--- src/rtl/bus_pkg.sv ---
// Shared bus definitions: register mode codes and the default bus data width.
package bus_pkg;

   typedef enum logic [1:0] {
      BUS_MODE_RW    = 2'd0,
      BUS_MODE_RO    = 2'd1,
      BUS_MODE_W1C   = 2'd2,
      BUS_MODE_PULSE = 2'd3
   } bus_mode_e;

   localparam int unsigned BUS_DATA_WIDTH = 8;

endpackage

--- src/rtl/bus_reg_cell.sv ---
// One register slice of the bus register bank; behaviour fixed by the MODE parameter.
module bus_reg_cell
   import bus_pkg::*;
#(
   parameter int unsigned           DATA_WIDTH = BUS_DATA_WIDTH,
   parameter bus_mode_e             MODE       = BUS_MODE_RW,
   parameter logic [DATA_WIDTH-1:0] INIT       = '0
) (
   input  logic                  i_Bus_Clk,
   input  logic                  i_Bus_Rst_L,
   input  logic                  i_Wr_En,
   input  logic [DATA_WIDTH-1:0] i_Wr_Data,
   input  logic [DATA_WIDTH-1:0] i_Set,
   input  logic [DATA_WIDTH-1:0] i_Ro_Val,
   output logic [DATA_WIDTH-1:0] o_Reg,
   output logic [DATA_WIDTH-1:0] o_Rd_Val
);

   // Only RW registers come out of reset with a programmed value.
   localparam logic [DATA_WIDTH-1:0] RST_VAL = (MODE == BUS_MODE_RW) ? INIT : '0;

   logic [DATA_WIDTH-1:0] value_q, value_d;

   // Next-state of the stored value according to the register mode.
   always_comb begin
      value_d = value_q;
      case (MODE)
         BUS_MODE_RW:    if (i_Wr_En) value_d = i_Wr_Data;
         BUS_MODE_RO:    value_d = '0;
         // Set is OR-ed last so a same-edge clear never loses it.
         BUS_MODE_W1C:   value_d = (value_q & ~(i_Wr_En ? i_Wr_Data : '0)) | i_Set;
         BUS_MODE_PULSE: value_d = i_Wr_En ? i_Wr_Data : '0;
      endcase
   end

   // Stored value register.
   always_ff @(posedge i_Bus_Clk or negedge i_Bus_Rst_L) begin
      if (!i_Bus_Rst_L) value_q <= RST_VAL;
      else              value_q <= value_d;
   end

   // Application-facing value and bus read-back value.
   always_comb begin
      o_Reg    = value_q;
      o_Rd_Val = value_q;
      case (MODE)
         BUS_MODE_RO: begin
            o_Reg    = i_Ro_Val;
            o_Rd_Val = i_Ro_Val;
         end
         BUS_MODE_PULSE: o_Rd_Val = '0;
         default: ;
      endcase
   end

endmodule

--- src/rtl/bus_reg_bank.sv ---
// Parametrised bus register bank: address decode, range check, read mux and bus response.
module bus_reg_bank
   import bus_pkg::*;
#(
   parameter int unsigned                     DATA_WIDTH = BUS_DATA_WIDTH,
   parameter int unsigned                     NUM_REGS   = 4,
   parameter int unsigned                     ADDR_WIDTH = 2,
   parameter logic [2*NUM_REGS-1:0]           REG_MODES  = '0,
   parameter logic [NUM_REGS*DATA_WIDTH-1:0]  INIT       = '0
) (
   input  logic                           i_Bus_Clk,
   input  logic                           i_Bus_Rst_L,
   input  logic                           i_Bus_CS,
   input  logic                           i_Bus_Wr_Rd_n,
   input  logic [ADDR_WIDTH-1:0]          i_Bus_Addr,
   input  logic [DATA_WIDTH-1:0]          i_Bus_Wr_Data,
   output logic [DATA_WIDTH-1:0]          o_Bus_Rd_Data,
   output logic                           o_Bus_Rd_DV,
   output logic                           o_Bus_Err,
   input  logic [NUM_REGS*DATA_WIDTH-1:0] i_Reg,
   input  logic [NUM_REGS*DATA_WIDTH-1:0] i_Reg_Set,
   output logic [NUM_REGS*DATA_WIDTH-1:0] o_Reg,
   output logic [NUM_REGS-1:0]            o_Reg_Wr
);

   logic                  addr_valid;
   logic [NUM_REGS-1:0]   wr_en;
   logic [DATA_WIDTH-1:0] rd_val [NUM_REGS];
   logic [DATA_WIDTH-1:0] rd_sel;

   logic [DATA_WIDTH-1:0] rd_data_q;
   logic                  rd_dv_q;
   logic                  err_q;
   logic [NUM_REGS-1:0]   reg_wr_q;

   assign addr_valid = 32'(i_Bus_Addr) < NUM_REGS;

   // Address decode; an out-of-range address matches no register, so it
   // writes nothing and reads back zero.
   always_comb begin
      wr_en  = '0;
      rd_sel = '0;
      for (int unsigned n = 0; n < NUM_REGS; n++) begin
         if (32'(i_Bus_Addr) == n) begin
            wr_en[n] = i_Bus_CS & i_Bus_Wr_Rd_n;
            rd_sel   = rd_val[n];
         end
      end
   end

   // Bus response registers: read data (held between reads), DV, error and write strobes.
   always_ff @(posedge i_Bus_Clk or negedge i_Bus_Rst_L) begin
      if (!i_Bus_Rst_L) begin
         rd_data_q <= '0;
         rd_dv_q   <= 1'b0;
         err_q     <= 1'b0;
         reg_wr_q  <= '0;
      end else begin
         rd_dv_q  <= i_Bus_CS & ~i_Bus_Wr_Rd_n;
         err_q    <= i_Bus_CS & ~addr_valid;
         reg_wr_q <= wr_en;
         if (i_Bus_CS && !i_Bus_Wr_Rd_n) rd_data_q <= rd_sel;
      end
   end

   assign o_Bus_Rd_Data = rd_data_q;
   assign o_Bus_Rd_DV   = rd_dv_q;
   assign o_Bus_Err     = err_q;
   assign o_Reg_Wr      = reg_wr_q;

   for (genvar g = 0; g < NUM_REGS; g++) begin : g_cell
      bus_reg_cell #(
         .DATA_WIDTH (DATA_WIDTH),
         .MODE       (bus_mode_e'(REG_MODES[2*g +: 2])),
         .INIT       (INIT[g*DATA_WIDTH +: DATA_WIDTH])
      ) u_cell (
         .i_Bus_Clk   (i_Bus_Clk),
         .i_Bus_Rst_L (i_Bus_Rst_L),
         .i_Wr_En     (wr_en[g]),
         .i_Wr_Data   (i_Bus_Wr_Data),
         .i_Set       (i_Reg_Set[g*DATA_WIDTH +: DATA_WIDTH]),
         .i_Ro_Val    (i_Reg[g*DATA_WIDTH +: DATA_WIDTH]),
         .o_Reg       (o_Reg[g*DATA_WIDTH +: DATA_WIDTH]),
         .o_Rd_Val    (rd_val[g])
      );
   end

endmodule

--- config.mk ---
export PLATFORM = sky130hd
export DESIGN_NAME = bus_reg_bank
export DESIGN_NICKNAME = d
export VERILOG_FILES = /design/src/rtl/bus_pkg.sv /design/src/rtl/bus_reg_cell.sv /design/src/rtl/bus_reg_bank.sv
export SDC_FILE = /design/constraint.sdc
export NUM_CORES = 1
export LEC_CHECK = 0
export ABC_AREA = 0
export CORE_ASPECT_RATIO = 0.6
export CORE_MARGIN = 5
export CORE_UTILIZATION = 39
export DETAILED_ROUTE_END_ITERATION = 7
export HOLD_SLACK_MARGIN = 0.12
export PLACE_DENSITY_LB_ADDON = 0.15
export SLEW_MARGIN = 15
export SYNTH_ARGS = -nofsm -noshare
export SYNTH_HDL_FRONTEND = slang
export SYNTH_SLANG_ARGS = --single-unit
--- constraint.sdc ---
create_clock -name i_Bus_Clk -period 2.55 [get_ports i_Bus_Clk]
set_input_delay 0.6375 -clock i_Bus_Clk [delete_from_list [all_inputs] [get_ports i_Bus_Clk]]
set_output_delay 0.6375 -clock i_Bus_Clk [all_outputs]
set_load 0.01 [all_outputs]
==> impl_metrics.toml <==
[cells_and_area]
final_cells = 236
drive_gt1_share_pct = 37.0
syn_to_final_growth_pct = 39.7
diodes = 0
final_area_um2 = 2650
final_util_pct = 57.2
layout_commonest_cell = "clkdlybuf4s50_1"
nets = 250
final_cell_mix = "clkdlybuf4s50_1, dfrtp_1, mux2_2"

[cts]
clk_pin_slew_ns = 0.08
cts_max_path_buffers = 2
hold_buffers = 0
cts_tree = "yes"
numCtsBuffers = 5
cts_resized = 0
postCtsSetupRepairBufs = 0
cts_root_buffer = "clkbuf_8"
cts-htree-levels = 2
insertion_delay_ns = 0.29
cts_sinks = 45

[synth]
yosysWarningCount = 0
yosysSeqAreaShare_pct = 59.3
syn_avg_cell_area_um2 = 17.8
syn-cell-area_um2 = 1900
synth_cells = 107
ys_seq_elements = 45
synthDistinctLibCells = 14
syn_nets = 185

[floorplan]
die_area_um2 = 6410
ioPinCount = 124
rows = 19
start_util_pct = 41.0
core_um2 = 4640
die_w_um = 100
chipHeight_um = 64.1

[power]
p_leak_nw = 1.16
ir_drop_uv = 399
power_density_nw_per_um2 = 799
finalPower_mw = 2.12

[status]
status = "complete, no violations"

[sta]
hold_ws_ns = 0.482
final_max_slew_viol_count = 0
period_needed_ns = 1.98
fin_ws_ns = 0.575
rsz0062_at_grt = "no"
hold_viol_final = 0
period_share_pct = 77.5
fmaxAchievable_ghz = 0.506
setup_violations = 0
maxSlewHeadroom_pct = 35.9
worst_slew_pin_slew_ns = 0.961
fin_worst_skew_ns = 0.00849
fin_setup_tns_ns = 0

[grt]
grt_usage_pct = 14.2
grt_antenna_before_repair = 0
overflow = 0
grt_pass1_wl_um = 6890
grt_pass1_vias = 1287
grt_max_degree = 46

[route]
first_iter_violations = 26
wl_met2_um = 1900
totalWireLength_um = 4140
first_pass_iters = 4
vias_per_cell = 4.94
num_vias = 1165
drt.antenna.violating_nets = 0
met1Wirelength_um = 1910
routed.top_layer = "met4"
drcViolationCount = 0
post_drt_wl_per_cell_um = 17.6
dr_wl_met3_um = 282

[worst_setup_path]
crit_slowest_cell = "clkdlybuf4s50_1"
crit_arrival_ns = 2.15
end_kind = "register"
cp_max_fo = 9
crit_type = "input port to register"
cp_cell_sequence = "clkdlybuf4s50_1 -> and4bb_2 -> mux2_2"
startpoint_type = "input port"
max_stage_delay_ns = 0.57
cp.required_ns = 2.73

[place]
dpl.hpwl_um = 3070
pre_cts_slack_ns = 0.256
dpl.cell_count = 228
place.gp.congestion = 0.754
placed_area_um2 = 2570
port_buffers = 58

[flow_run]
cap_viol_max_count = 0

[min_path]
hold_class = "input port to async pin"
-- report_power, final --
group          internal [mW]  switching [mW]  leakage, nW  total (mW)
sequential             0.874           0.115        0.548       0.989
combinational          0.476           0.233        0.564       0.709
clock                  0.189           0.234       0.0439       0.423
total                   1.54           0.582         1.16        2.12
-- kinds of logic after synthesis --
| logic type | after synthesis | share of synthesized area [%] |
|---|---|---|
| simple gates | 5 | 3.23 |
| flops | 45 | 59.3 |
| mux | 48 | 34.8 |
| buf+inv | 8 | 2.50 |
| other cells | 1 | 0.197 |
-- final timing paths --
check,start,end,slack (ns),depth (start not counted)
worst max-delay path,i_Bus_Addr[1],g_cell[0].u_cell.o_Rd_Val[7]$_DFFE_PN0P_,0.57,3
worst min-delay path,i_Bus_Rst_L,g_cell[1].u_cell.o_Rd_Val[6]$_DFFE_PN0P_,0.48,1
worst max register to register,g_cell[1].u_cell.o_Rd_Val[0]$_DFFE_PN0P_,o_Bus_Rd_Data[0]$_DFFE_PN0P_,1.26,2
worst min register to register,o_Bus_Rd_Data[6]$_DFFE_PN0P_,o_Bus_Rd_Data[6]$_DFFE_PN0P_,0.52,1
max in group asynchronous,i_Bus_Rst_L,g_cell[2].u_cell.o_Rd_Val[7]$_DFFE_PN0P_,1.46,1
min in group i_Bus_Clk,o_Bus_Rd_Data[6]$_DFFE_PN0P_,o_Bus_Rd_Data[6]$_DFFE_PN0P_,0.52,1
-- critical path: cells and delay by family --
| kind | cells | cell delay (ns) |
|---|---|---|
| AND/OR/NAND/NOR | 1 | 0.57 |
| multiplexers | 1 | 0.37 |
| buffers and inverters | 1 | 0.57 |
-- metal layers --
metal	track usage, %	up-vias
li1	-	529
met1	19.6	595
met2	21.3	35
met3	5.00	6
met4	4.54	0
met5	0	-
-- sequential cells by signal, indices dropped and copies added (netlist names) --
signal                  flops
g_cell.u_cell.o_Rd_Val     32
o_Bus_Rd_DV                 1
o_Bus_Rd_Data               8
o_Reg_Wr                    4
-- cell type report --
type | count | area [µm²]
multi-input cells | 54 | 726
repair buffers | 63 | 626
flip-flops and latches | 45 | 1130
inverters | 3 | 11.3
fillers | 391 | 1980
well taps | 63 | 78.8
clock buffers | 5 | 68.8
clock inverters | 3 | 17.5
-- cells in the mapped netlist, drive strengths merged --
cell type | count | area, µm²
mux2 | 40 | 473
and4bb | 1 | 12.5
nand4 | 1 | 12.5
dfrtp | 45 | 1130
conb | 1 | 3.75
inv | 3 | 11.3
nand4b | 2 | 30.0
buf | 5 | 36.3
nor2b | 1 | 6.26
mux4 | 8 | 188
Note: power is estimated with default switching activity, not from simulation.
